**src/rtl/icache_refill_ctrl.sv**
```systemverilog
// Instruction-cache refill/flush controller: fetches a missing line from L2 and writes it
// into a round-robin victim way, or sweeps every set clearing all valid bits.
module icache_refill_ctrl #(
   parameter int TAG_WIDTH  = 20,
   parameter int IDX_WIDTH  = 8,
   parameter int LINE_WIDTH = 128,
   parameter int N_WAY      = 4
) (
   input  logic                           clk_i,
   input  logic                           rst_i,
   input  logic                           miss_i,
   input  logic [TAG_WIDTH-1:0]           miss_tag_i,
   input  logic [IDX_WIDTH-1:0]           miss_idx_i,
   input  logic                           kill_i,
   input  logic                           flush_i,
   output logic                           l2_req_o,
   output logic [TAG_WIDTH+IDX_WIDTH-1:0] l2_addr_o,
   input  logic                           l2_gnt_i,
   input  logic                           l2_valid_i,
   input  logic [LINE_WIDTH-1:0]          l2_data_i,
   output logic [N_WAY-1:0]               tag_req_o,
   output logic [N_WAY-1:0]               data_req_o,
   output logic                           tag_we_o,
   output logic                           data_we_o,
   output logic                           flush_en_o,
   output logic                           valid_bit_o,
   output logic [LINE_WIDTH-1:0]          cline_o,
   output logic [TAG_WIDTH-1:0]           tag_o,
   output logic [IDX_WIDTH-1:0]           addr_o,
   output logic                           busy_o,
   output logic                           refill_done_o,
   output logic                           flush_done_o
);

   localparam int WAY_BITS = (N_WAY > 1) ? $clog2(N_WAY) : 1;

   typedef enum logic [2:0] {
      S_IDLE  = 3'd0,
      S_REQ   = 3'd1,
      S_WAIT  = 3'd2,
      S_WRITE = 3'd3,
      S_FLUSH = 3'd4
   } state_t;

   state_t                  state_reg, state_next;
   logic [TAG_WIDTH-1:0]    tag_reg;
   logic [IDX_WIDTH-1:0]    idx_reg;
   logic [LINE_WIDTH-1:0]   line_reg;
   logic [WAY_BITS-1:0]     victim_reg;
   logic [IDX_WIDTH-1:0]    cnt_reg;
   logic                    flush_pend_reg;
   logic                    killed_reg;
   logic                    killed_next;
   logic                    l2_req_reg;
   logic [N_WAY-1:0]        way_onehot;

   genvar gi;
   generate
      for (gi = 0; gi < N_WAY; gi++) begin : g_way_dec
         assign way_onehot[gi] = (victim_reg == WAY_BITS'(gi));
      end
   endgenerate

   // State register
   always_ff @(posedge clk_i or posedge rst_i) begin
      if (rst_i) begin
         state_reg <= S_IDLE;
      end else begin
         state_reg <= state_next;
      end
   end

   // Next-state logic; a flush always beats a simultaneous miss
   always_comb begin
      state_next = state_reg;
      case (state_reg)
         S_IDLE: begin
            if (flush_pend_reg || flush_i) begin
               state_next = S_FLUSH;
            end else if (miss_i) begin
               state_next = S_REQ;
            end
         end
         S_REQ: begin
            if (l2_gnt_i) begin
               state_next = S_WAIT;
            end else if (kill_i) begin
               state_next = S_IDLE;
            end
         end
         S_WAIT: begin
            if (l2_valid_i) begin
               state_next = (killed_reg || kill_i) ? S_IDLE : S_WRITE;
            end
         end
         S_WRITE: state_next = S_IDLE;
         S_FLUSH: begin
            if (cnt_reg == '1) begin
               state_next = S_IDLE;
            end
         end
         default: state_next = S_IDLE;
      endcase
   end

   // A granted request cannot be withdrawn, so a kill only marks the response for discard
   always_comb begin
      killed_next = 1'b0;
      case (state_reg)
         S_REQ:   killed_next = kill_i && l2_gnt_i;
         S_WAIT:  killed_next = l2_valid_i ? 1'b0 : (killed_reg || kill_i);
         default: killed_next = 1'b0;
      endcase
   end

   always_ff @(posedge clk_i or posedge rst_i) begin
      if (rst_i) begin
         tag_reg        <= '0;
         idx_reg        <= '0;
         line_reg       <= '0;
         victim_reg     <= '0;
         cnt_reg        <= '0;
         flush_pend_reg <= 1'b0;
         killed_reg     <= 1'b0;
         l2_req_reg     <= 1'b0;
      end else begin
         killed_reg <= killed_next;
         l2_req_reg <= (state_next == S_REQ);

         if (state_reg == S_IDLE && !flush_pend_reg && !flush_i && miss_i) begin
            tag_reg <= miss_tag_i;
            idx_reg <= miss_idx_i;
         end

         if (state_reg == S_WAIT && l2_valid_i) begin
            line_reg <= l2_data_i;
         end

         if (state_reg == S_WRITE) begin
            victim_reg <= victim_reg + WAY_BITS'(1);
         end

         // Pending flush is consumed on the IDLE cycle that launches the sweep
         if (state_reg == S_IDLE) begin
            flush_pend_reg <= 1'b0;
         end else if (state_reg != S_FLUSH && flush_i) begin
            flush_pend_reg <= 1'b1;
         end

         if (state_reg == S_FLUSH) begin
            cnt_reg <= cnt_reg + IDX_WIDTH'(1);
         end else begin
            cnt_reg <= '0;
         end
      end
   end

   // Output logic
   always_comb begin
      tag_req_o     = '0;
      data_req_o    = '0;
      tag_we_o      = 1'b0;
      data_we_o     = 1'b0;
      flush_en_o    = 1'b0;
      valid_bit_o   = 1'b0;
      cline_o       = '0;
      tag_o         = '0;
      addr_o        = '0;
      refill_done_o = 1'b0;
      flush_done_o  = 1'b0;
      case (state_reg)
         S_WRITE: begin
            tag_req_o     = way_onehot;
            data_req_o    = way_onehot;
            tag_we_o      = 1'b1;
            data_we_o     = 1'b1;
            valid_bit_o   = 1'b1;
            cline_o       = line_reg;
            tag_o         = tag_reg;
            addr_o        = idx_reg;
            refill_done_o = 1'b1;
         end
         S_FLUSH: begin
            tag_req_o    = '1;
            tag_we_o     = 1'b1;
            flush_en_o   = 1'b1;
            addr_o       = cnt_reg;
            flush_done_o = (cnt_reg == '1);
         end
         default: ;
      endcase
   end

   assign busy_o    = (state_reg != S_IDLE);
   assign l2_req_o  = l2_req_reg;
   assign l2_addr_o = l2_req_reg ? {tag_reg, idx_reg} : '0;

endmodule

```
**config.mk**
```make
export PLATFORM = sky130hd
export DESIGN_NAME = icache_refill_ctrl
export DESIGN_NICKNAME = d
export VERILOG_FILES = /design/src/rtl/icache_refill_ctrl.sv
export SDC_FILE = /design/constraint.sdc
export NUM_CORES = 1
export LEC_CHECK = 0
export ABC_AREA = 1
export BUFFER_PORTS_ARGS = -buffer_cell sky130_fd_sc_hd__buf_2
export CORE_MARGIN = 1
export CORE_UTILIZATION = 36
export DETAILED_ROUTE_END_ITERATION = 10
export PLACE_DENSITY = 0.61
export RECOVER_POWER = 25
export SETUP_SLACK_MARGIN = 0.5
export SYNTH_ARGS = -nofsm -noshare
export SYNTH_HDL_FRONTEND = slang
export SYNTH_SLANG_ARGS = --single-unit
```
**constraint.sdc**
```tcl
create_clock -name clk_i -period 7.2 [get_ports clk_i]
set_input_delay 0.72 -clock clk_i [delete_from_list [all_inputs] [get_ports clk_i]]
set_output_delay 0.72 -clock clk_i [all_outputs]
set_load 0.05 [all_outputs]
```
# After elaboration in Yosys (flattened, before gate mapping)
# Index checks and enable logic that the tools add are counted.
# W data, S select, Z words.
# totals
reg_bits	172
output_inout_bits	200
word_cells	59
# classes
add_sub_neg	2
n_eq_ne	10
mux	23
reduce_logical	15
# ops
cell	count
$mux W128	1
$mux W28	1
$mux W20	1
$mux W3	6
$pmux W8 S2	1
$pmux W3 S4	1
$add A8 B1 Y8 const B	1
$eq A8 B8 Y1 const B	1
$mux W8	1
$pmux W4 S2	1
$mux W1	7
$eq A3 B1 Y1 const B	2
$eq A3 B2 Y1 const B	2
$logic_and A1 B1 Y1	6
$eq A2 B2 Y1 const B	2
$mux W4	1
$eq A3 B3 Y1 const B	1
$logic_not A3 Y1	1
$ne A3 B3 Y1 const B	1
$reduce_bool A3 Y1	1
$add A2 B1 Y2 const B	1
$eq A2 B1 Y1 const B	1
$logic_not A1 Y1	2
$logic_not A2 Y1	1
5 further kinds	6

# Logic depth before layout (Yosys ltp)
# Gate-level depths: netlist of run 1.
# depth
ltp_word	5
mapped_depth	8
mapped_depth_nobuf	7

# Worst setup path before layout of run 1
# No wires, ideal clock.
# synth_path
path_type	register to output
startpoint	register state_reg[0]
endpoint	output port addr_o[4]
arrival_time_ns	1.999
path_slack_ns	4.481
stages_incl_launch_ff	6
path_buffers	2
path_cell_list	dfrtp_1 -> clkbuf_2 -> nor2_2 -> nand2_1 -> clkbuf_1 -> o21ai_0
# synth_between
elab_chain_cells	2
# synth_lines
element	line	rtl
from (decl)	45	state_t state_reg, state_next;
from (signal assigned)	69	state_reg <= state_next;
$eq A3 B3 Y1 / $eq A3 B2 Y1 (equally long branches)	171	case (state_reg)
$pmux W8 S2 (*)	171	
to (decl)	29	output logic [IDX_WIDTH-1:0] addr_o,
# Every way passes the cells marked *; elsewhere a longest branch is shown, timed or not.

==> metrics.yaml, run 1 <==
status:
  status: "finished with violations"
  violations: "capacitance limit, slew limit"
cts:
  numCtsBuffers: 17
  cts_hold_buffers: 0
  cts_setup_buffers: 0
  clock_sinks: 172
  cts.htree.levels: 4
  ctsResizeCount: 0
  insertion_delay_ps: 420
  cts-root-buf: "clkbuf_16"
  cts.clk_slew.worst_paths_ps: 70
  tritoncts: "built"
  clk_path_buf_depth: 2
timing:
  finalCritPeriodShare_pct: 56.25
  skew_ps: 10.78
  fmax_mhz: 246.9
  setup_slack_ps: 3150
  finalSetupTns_ps: 0
  rsz0062_at_grt: "false"
  setup_viol: 0
  layout_min_cycle_time_ps: 4050
  slew_headroom_pct: -167.0
  hold_viol: 0
  tightest_slew_ps: 3983
  drv_slew: 86
critical_path:
  worstPathArrival_ps: 4530
  cp_max_fo: 85
  end_kind: "asynchronous set/reset pin"
  r2r_slack_ps: 3760
  startpoint_type: "input port"
  crit_type: "in2async"
  worstPathRequired_ps: 7680
yosys:
  synth-seq-cells: 172
  yosysSeqAreaShare_pct: 50.45
  yosysUniqueCellTypes: 22
  synth_area_um2: 8531
  synth.area.top_cells: "dfrtp_1 50%, nand2_1 17%, nand3_1 9.6%, inv_1 8.6%, nor2_1 7.5%"
  syn_avg_cell_area_um2: 7.163
  synth_top_area_cell: "dfrtp_1"
  syn_nets: 1359
  syn_inst: 1191
  yosysWarnings: 0
  synth_top_area_share_pct: 50.45
job:
  cap_violations: 1
die:
  fp-row-count: 55
  io_pins: 363
  start_util_pct: 37.23
  core_area_um2: 22920
  die_h_um: 155.9
  die_area_um2: 24320
  fp.dieW_um: 155.9
drt:
  drtIter0Drc: 497
  via_per_inst: 4.489
  wl_per_cell_um: 13.81
  first_pass_iters: 5
  vias: 8224
  ant_nets: 0
  wl_um: 25310
  drc_errors: 0
grt:
  grt_pass1_vias: 7690
  antenna_found_initial: 5
  overflow: 0
  track_usage_pct: 20.63
  grt_pass1_wl_um: 39500
  grt_max_degree: 94
power:
  vdd_drop_max_uv: 121.7
  p_leak_nw: 6.432
  power_mw: 1.999
  powerDensity_nw_per_um2: 181.3
cells_and_area:
  num-fill-cells: 2399
  syn2layout_area_growth_pct: 29.26
  final_area_um2: 11030
  nets: 1670
  largest_register_ffs: 128
  final_cells: 1832
  drive_gt1_share_pct: 26.95
place:
  place_area_um2: 10420
  place.port_buffers: 362
  gp_congestion: 0.8263
  place_hpwl_um: 16980
  place_ws_ps: 3712
  place_inst: 1796
min_path:
  hold_path.class: "reg2reg"
[cell usage in the layout, fill, tap and decap left out, types with 2 or more instances in the layout]
cell        netlist  final
diode_2           0      5
buf_2            40    361
nand2_1         381    380
nor2_2            2      2
inv_6             0      4
nor2_1          170    170
clkinv_4          0      2
a21oi_1           2      2
clkbuf_16         0     17
dfrtp_1         172    172
ha_1              5      5
o21ai_0          12     12
bufinv_16         0      3
inv_2             3      3
clkbuf_1         22      3
buf_4            14      8
nand3_1         163    163
clkinvlp_4        0      2
nand2_4           0      2
inv_1           195    194
[worst max-delay path, cell delays in order]
cell and delay [ps]:
buf_2 100, clkinvlp_2 2210, buf_4 780, buf_4 640
[through the flow]
step                hold WS, ps  util, %
CTS                       474.2    48.11
floorplan                 441.9        -
detailed placement        457.9    45.47
finish                    469.1    48.12
global route              483.2    48.12
global placement          452.8    45.47
[path summary, 6_finish.rpt]
kind                                          start                  endpoint  depth (start not counted)
min reg2reg                line_reg[78]$_DFFE_PP0P_  line_reg[78]$_DFFE_PP0P_                          2
max reg2reg                  state_reg[0]$_DFF_PP0_    idx_reg[5]$_DFFE_PP0P_                          7
max in group clk_i           state_reg[2]$_DFF_PP0_                 addr_o[3]                          9
min                        line_reg[78]$_DFFE_PP0P_  line_reg[78]$_DFFE_PP0P_                          2
min in group asynchronous                     rst_i  line_reg[10]$_DFFE_PP0P_                          2
max                                           rst_i  line_reg[43]$_DFFE_PP0P_                          4
[power by group]
group	switching [mW]	leakage, nW	internal [mW]	total (mW)
clock	0.394	0.288	0.560	0.954
sequential	0	2.38	0.966	0.966
combinational	0.0464	3.76	0.0322	0.0786
total	0.440	6.43	1.56	2.00
[cells by family after synthesis]
family / share of synthesized area [%]
DFF: 50.45
AOI/OAI and AO/OA: 0.9534
xor gates and xnor gates: 0.1027
buffers and inverters: 13.36
adders and majority gates: 0.7334
and+or+nand+nor: 34.39
[cell usage after synthesis, drive strengths merged]
library cell,instances
clkbuf,23
dfrtp,172
inv,198
nand3,163
buf,55
o21ai,13
nor3b,1
nor2,173
ha,5
o22ai,1
nand2,383
nand4,1
xor2,1
a21oi,2
[cell type report]
type	count	area, um^2	area share [%]
Multi-Input combinational cell	743	3099	28.11
Antenna cell	5	12.51	0.1135
Tap cell	313	391.6	3.552
Timing Repair Buffer	370	1871	16.96
Clock buffer	20	446.7	4.051
Sequential cell	172	4304	39.03
Clock inverter	11	157.7	1.430
Inverter	198	744.5	6.751
[routing by layer]
layer / up-vias / GRT usage (%) / share of wire [%]
met1: 3810 / 26.06 / 43
li1: 4146 / - / -
met2: 235 / 34.59 / 50
met3: 33 / 4.250 / 5.3
met4: 0 / 7.937 / 2.2
met5: - / 0 / 0
Power figures use the tool's default switching activity.
==> inputs of run 2 (changes only) <==
--- a/config.mk
+++ b/config.mk
@@ -5,7 +5,7 @@
 export SDC_FILE = /design/constraint.sdc
 export NUM_CORES = 1
 export LEC_CHECK = 0
-export ABC_AREA = 1
+export ABC_AREA = 0
 export BUFFER_PORTS_ARGS = -buffer_cell sky130_fd_sc_hd__buf_2
 export CORE_MARGIN = 1
 export CORE_UTILIZATION = 36
==> constraint.sdc (replaced) <==
create_clock -name clk_i -period 4.1 [get_ports clk_i]
set_input_delay 0.41 -clock clk_i [delete_from_list [all_inputs] [get_ports clk_i]]
set_output_delay 0.41 -clock clk_i [all_outputs]
set_load 0.05 [all_outputs]
==> metrics.yaml, run 2 <==
status:
  status: "finished with violations"
  violations: "capacitance limit, slew limit"
drt:
  vias: 5815  # -29%
  wl_per_cell_um: 15.40  # +11%
  first_pass_iters: 4  # -1
  ant_nets: 0  # unchanged
  drtIter0Drc: 258  # -48%
  wl_um: 20050  # -21%
  via_per_inst: 4.466  # -0.51%
  drc_errors: 0  # unchanged
job:
  cap_violations: 1  # unchanged
critical_path:
  reg2reg_from: "state_reg[2]$_DFF_PP0_"
  cp_max_fo: 68  # -20%
  worstPathArrival_ps: 2680  # -1850 ps
  startpoint_type: "flop"
  crit_type: "reg2out"
  end_kind: "primary output"
  worstPathRequired_ps: 3690  # -3990 ps
  r2r_cells: 3  # -4
  r2r-end: "line_reg[50]$_DFFE_PP0P_"
  r2r_slack_ps: 2060  # -1700 ps
timing:
  layout_min_cycle_time_ps: 3088
  finalCritPeriodShare_pct: 75.33
  fmax_mhz: 323.8
  tightest_slew_ps: 2220  # -1762 ps
  drv_slew: 42  # -51%
  setup_viol: 0  # unchanged
  skew_ps: 11.85  # +1.072 ps
  finalSetupTns_ps: 0  # unchanged
  hold_viol: 0  # unchanged
  setup_slack_ps: 1012  # -2139 ps
  slew_headroom_pct: -48.02  # +120 points
  rsz0062_at_grt: "false"
  whs_ps: 164.1  # -305.0 ps
cells_and_area:
  syn2layout_area_growth_pct: 30.78
  regArea_um2: 4304  # unchanged
  num-fill-cells: 2110  # -12%
  layout.cells.most_common_list: "362 x buf_2, 181 x and2_1, 172 x dfrtp_1"
  largest_register_ffs: 128  # unchanged
  final_common_cell: "buf_2"
  nets: 1142  # -32%
  multiInputGateArea_um2: 3769  # +22%
  drive_gt1_share_pct: 57.14  # +30 points
yosys:
  syn_avg_cell_area_um2: 13.43  # +88%
  yosysWarnings: 0  # unchanged
  yosysUniqueCellTypes: 31  # +41%
  synth-edff-count: 0  # unchanged
  async_flop_share_pct: 100.0  # unchanged
  synth.area.top_cells: "dfrtp_1 51%, mux2_4 19%, and2_1 13%, mux2_2 6.4%, buf_8 2.0%"
  synth_ff_type: "dfrtp_1"
  synth-seq-cells: 172  # unchanged
  syn_inst: 625  # -48%
  syn_nets: 793  # -42%
  synth_top_area_share_pct: 51.27  # +0.82 points
  synth_top_area_cell: "dfrtp_1"
  yosysMostFrequentCell: "and2_1"
  synth_commonest_cells: "181 x and2_1, 172 x dfrtp_1, 108 x mux2_4"
  yosysSeqAreaShare_pct: 51.27  # +0.82 points
  synth_area_um2: 8394  # -1.6%
cts:
  cts_hold_buffers: 0  # unchanged
  numCtsBuffers: 17  # unchanged
  tritoncts: "built"
  clock_sinks: 172  # unchanged
  cts.htree.levels: 4  # unchanged
  ctsResizeCount: 0  # unchanged
  insertion_delay_ps: 420  # about the same
  cts_setup_buffers: 0  # unchanged
  clk_path_buf_depth: 2  # unchanged
  cts-root-buf: "clkbuf_16"
  cts.clk_slew.worst_paths_ps: 70  # about the same
die:
  die_area_um2: 23930  # -1.6%
  die_h_um: 154.7  # -0.79%
  io_pins: 363  # unchanged
  fp-row-count: 55  # unchanged
  start_util_pct: 36.85  # -0.37 points
  fp.dieW_um: 154.7  # -0.79%
  core_area_um2: 22780  # -0.60%
power:
  powerDensity_nw_per_um2: 313.4  # +73%
  vdd_drop_max_uv: 190.3  # +56%
  p_leak_nw: 6.098  # -5.2%
place:
  place_ws_ps: 1416  # -2296 ps
  place_hpwl_um: 14170  # -17%
  gp_congestion: 0.7809  # -5.5%
  place.port_buffers: 362  # unchanged
grt:
  overflow: 0  # unchanged
  grt_max_degree: 112  # +19%
  antenna_found_initial: 2  # -3
  grt_pass1_wl_um: 31120  # -21%
  track_usage_pct: 16.71  # -3.9 points
  grt_pass1_vias: 5782  # -25%
min_path:
  hold_path.class: "in2async"
[run 2: cell types whose count changed after synthesis, moves of 7 or more]
cell / change
a22o_1: +7
and2_1: +181
buf_2: -32
buf_4: -11
buf_8: +11
inv_1: -192
mux2_2: +48
mux2_4: +108
nand2_1: -372
nand3_1: -159
nor2_1: -162
[run 2: cell families after synthesis]
logic type / Yosys count / share of synthesized area [%]
compound gates: 18 / 1.386
xor+xnor: 4 / 0.4173
fa+ha+maj: 5 / 0.7453
buf+inv: 44 / 3.875
flops: 172 / 51.27
mux: 157 / 25.88
simple gates: 225 / 16.43
[run 2: per-stage QoR]
step	utilization, %	total power, mW	cell area (um^2)	cells
after floorplan	-	1.758	8398	625
after global placement	45.62	1.847	10390	1268
after detailed placement	45.62	1.850	10390	1268
after CTS	48.20	3.505	10980	1300
after global routing	48.20	3.579	10980	1302
final	48.20	3.441	10980	1302
[run 2: power by group]
group / total, mW / internal [mW] / leakage, nW / switching, mW
logic: 0.116 / 0.0588 / 3.43 / 0.0574
clock network: 1.63 / 0.915 / 0.279 / 0.714
registers: 1.70 / 1.70 / 2.38 / 0.0000000000319
total: 3.44 / 2.67 / 6.10 / 0.771
[run 2: layer usage]
| metal | part of all wire, % | global-route usage (%) |
|---|---|---|
| met5 | 0 | 0 |
| met4 | 1.7 | 6.271 |
| met3 | 5.9 | 4.147 |
| met2 | 49 | 28.08 |
| met1 | 43 | 20.74 |
[run 2: how the worst max path moves through the flow]
stage	start	end	cells past startpoint
6_report	state_reg[2]$_DFF_PP0_	cline_o[90]	4
5_1_grt	rst_i	l2_req_o$_DFF_PP0_	3
4_1_cts	state_reg[2]$_DFF_PP0_	cline_o[102]	4
3_5_place_dp	state_reg[2]$_DFF_PP0_	cline_o[102]	4
3_3_place_gp	state_reg[2]$_DFF_PP0_	cline_o[102]	4
2_1_floorplan	rst_i	cnt_reg[0]$_DFF_PP0_	1
[run 2: worst max-delay path, cell delays in order, from the launching register on]
cell     delay (ps)
dfrtp_1         450
and3b_4         750
buf_4           540
and2_1          210
buf_2           260
[run 2: area by class of cell]
cell class | instances | area share (%)
multi-input combinational | 409 | 34.33
sequential | 172 | 39.21
tap | 313 | 3.567
clock inverter | 13 | 1.402
clock buffer | 19 | 3.943
inverter | 4 | 0.1482
timing repair buffer | 370 | 17.36
antenna | 2 | 0.04559
==> inputs of run 3 (changes only) <==
==> constraint.sdc (replaced) <==
create_clock -name clk_i -period 3.1 [get_ports clk_i]
set_input_delay 0.31 -clock clk_i [delete_from_list [all_inputs] [get_ports clk_i]]
set_output_delay 0.31 -clock clk_i [all_outputs]
set_load 0.05 [all_outputs]
==> metrics.yaml, run 3 (synthesis results as in run 2) <==
status:
  status: "finished with violations"
  violations: "capacitance limit"
drt:
  vias: 5764  # -0.88%
  drc_errors: 0  # unchanged
  via_per_inst: 4.410  # -1.3%
  drtIter0Drc: 282  # +9.3%
  first_pass_iters: 4  # unchanged
  wl_um: 20650  # +3.0%
  wl_per_cell_um: 15.80  # +2.6%
  ant_nets: 0  # unchanged
die:
  start_util_pct: 36.85  # unchanged
  die_area_um2: 23930  # unchanged
  io_pins: 363  # unchanged
  core_area_um2: 22780  # unchanged
  fp.dieW_um: 154.7  # unchanged
  fp-row-count: 55  # unchanged
  die_h_um: 154.7  # unchanged
cells_and_area:
  num-fill-cells: 2086  # -1.1%
  drive_gt1_share_pct: 57.65  # +0.50 points
  layout.cells.most_common_list: "362 x buf_2, 181 x and2_1, 172 x dfrtp_1"
  final_common_cell: "buf_2"
  antenna_cells: 0  # -2
  final_cells: 1307  # +0.38%
  syn2layout_area_growth_pct: 32.08
  nets: 1150  # +0.70%
  largest_register_ffs: 128  # unchanged
  fin_util_pct: 48.67  # +0.48 points
grt:
  track_usage_pct: 17.32  # +0.61 points
  grt_max_degree: 82  # -27%
  grt_pass1_wl_um: 31950  # +2.7%
  overflow: 0  # unchanged
  grt_pass1_vias: 5882  # +1.7%
  antenna_found_initial: 0  # -2
power:
  p_leak_nw: 6.170  # +1.2%
  vdd_drop_max_uv: 285.8  # +50%
  powerDensity_nw_per_um2: 414.6  # +32%
critical_path:
  r2r_slack_ps: 980  # -1080 ps
  reg2reg_from: "state_reg[2]$_DFF_PP0_"
  r2r-end: "line_reg[12]$_DFFE_PP0P_"
  startpoint_type: "flop"
  r2r_cells: 3  # unchanged
  crit_type: "reg2out"
  setup.worst_path.end: "cline_o[72]"
  worstPathRequired_ps: 2790  # -900 ps
  cp_max_fo: 81  # +19%
  end_kind: "primary output"
  startpoint: "state_reg[2]$_DFF_PP0_"
  worstPathArrival_ps: 2180  # -500 ps
cts:
  insertion_delay_ps: 420  # about the same
  cts_hold_buffers: 0  # unchanged
  numCtsBuffers: 17  # unchanged
  clk_path_buf_depth: 2  # unchanged
  cts.clk_slew.worst_paths_ps: 70  # about the same
  cts.htree.levels: 4  # unchanged
  tritoncts: "built"
  clock_sinks: 172  # unchanged
  cts-root-buf: "clkbuf_16"
timing:
  drv_slew: 0  # -100%
  setup_viol: 0  # unchanged
  hold_viol: 0  # unchanged
  finalCritPeriodShare_pct: 80.18
  skew_ps: 10.81  # -1.038 ps
  rsz0062_at_grt: "false"
  tightest_slew_ps: 1490  # -730.1 ps
  fmax_mhz: 402.3
  slew_headroom_pct: 0.1075  # +48 points
  setup_slack_ps: 614.4  # -397.2 ps
  layout_min_cycle_time_ps: 2486
  finalSetupTns_ps: 0  # unchanged
place:
  place.port_buffers: 362  # unchanged
  gp_congestion: 0.7690  # -1.5%
  place_hpwl_um: 14660  # +3.4%
  place_inst: 1272  # +0.32%
  place_ws_ps: 949.2  # -467.1 ps
min_path:
  hold_path.class: "in2reg"
  min_path_cells: 2
job:
  cap_violations: 1  # unchanged
## run 3: cell types whose count changed in the layout (fill, tap and decap cells not counted), moves of 2 or more
| cell | change |
|---|---|
| buf_4 | +6 |
| clkbuf_1 | -3 |
| buf_12 | +2 |
| clkbuf_8 | +2 |
| diode_2 | -2 |
## run 3: worst min-delay path by stage
stage | start | end | slack (ps)
after floorplan | l2_data_i[0] | line_reg[0]$_DFFE_PP0P_ | 460
after global placement | rst_i | line_reg[48]$_DFFE_PP0P_ | 480
after detailed placement | rst_i | tag_reg[15]$_DFFE_PP0P_ | 470
after CTS | rst_i | tag_reg[15]$_DFFE_PP0P_ | 10
after global routing | l2_data_i[99] | line_reg[99]$_DFFE_PP0P_ | 80
final | l2_data_i[99] | line_reg[99]$_DFFE_PP0P_ | 110
## run 3: what timing repair did
item                       in CTS  in global routing
cloned                          1                  0
setup buffers                   0                  3
gates resized for setup         0                  2
setup endpoints to repair      82                115
## run 3: final cells by class
class                   instances  area (um^2)  area share, %
clock buffers                  19        452.9          4.085
clock inverters                12        155.1          1.399
inverters                       4        18.77         0.1693
multi-input cells             410         3777          34.07
flip-flops and latches        172         4304          38.82
well taps                     313        391.6          3.532
repair buffers                377         1987          17.92
## run 3: critical path: stages, from the launching register on
cell,delay [ps]
dfrtp_1,510
and3b_4,480
buf_12,270
and2_1,170
buf_2,260
## run 3: routing by layer
metal / share of wire [%] / wire length (um) / track usage [%]
met4: 2.1 / 426 / 6.836
met2: 49 / 10110 / 29.35
met1: 43 / 8882 / 20.72
met3: 5.7 / 1177 / 4.987
met5: 0.29 / 60 / 0
## run 3: where the power goes
part,switching (mW),total (mW),internal (mW)
combinational,0.0758,0.156,0.0803
sequential,0.0000000000384,2.24,2.24
clock,0.945,2.20,1.25
## run 3: per-stage QoR
step | cell area, um^2 | hold WS (ps) | power (mW)
2_1_floorplan | 8398 | 458.0 | 2.326
3_3_place_gp | 10450 | 481.6 | 2.446
3_5_place_dp | 10450 | 470.4 | 2.448
4_1_cts | 11060 | 10.04 | 4.683
5_1_grt | 11090 | 80.83 | 4.783
6_report | 11090 | 112.3 | 4.597
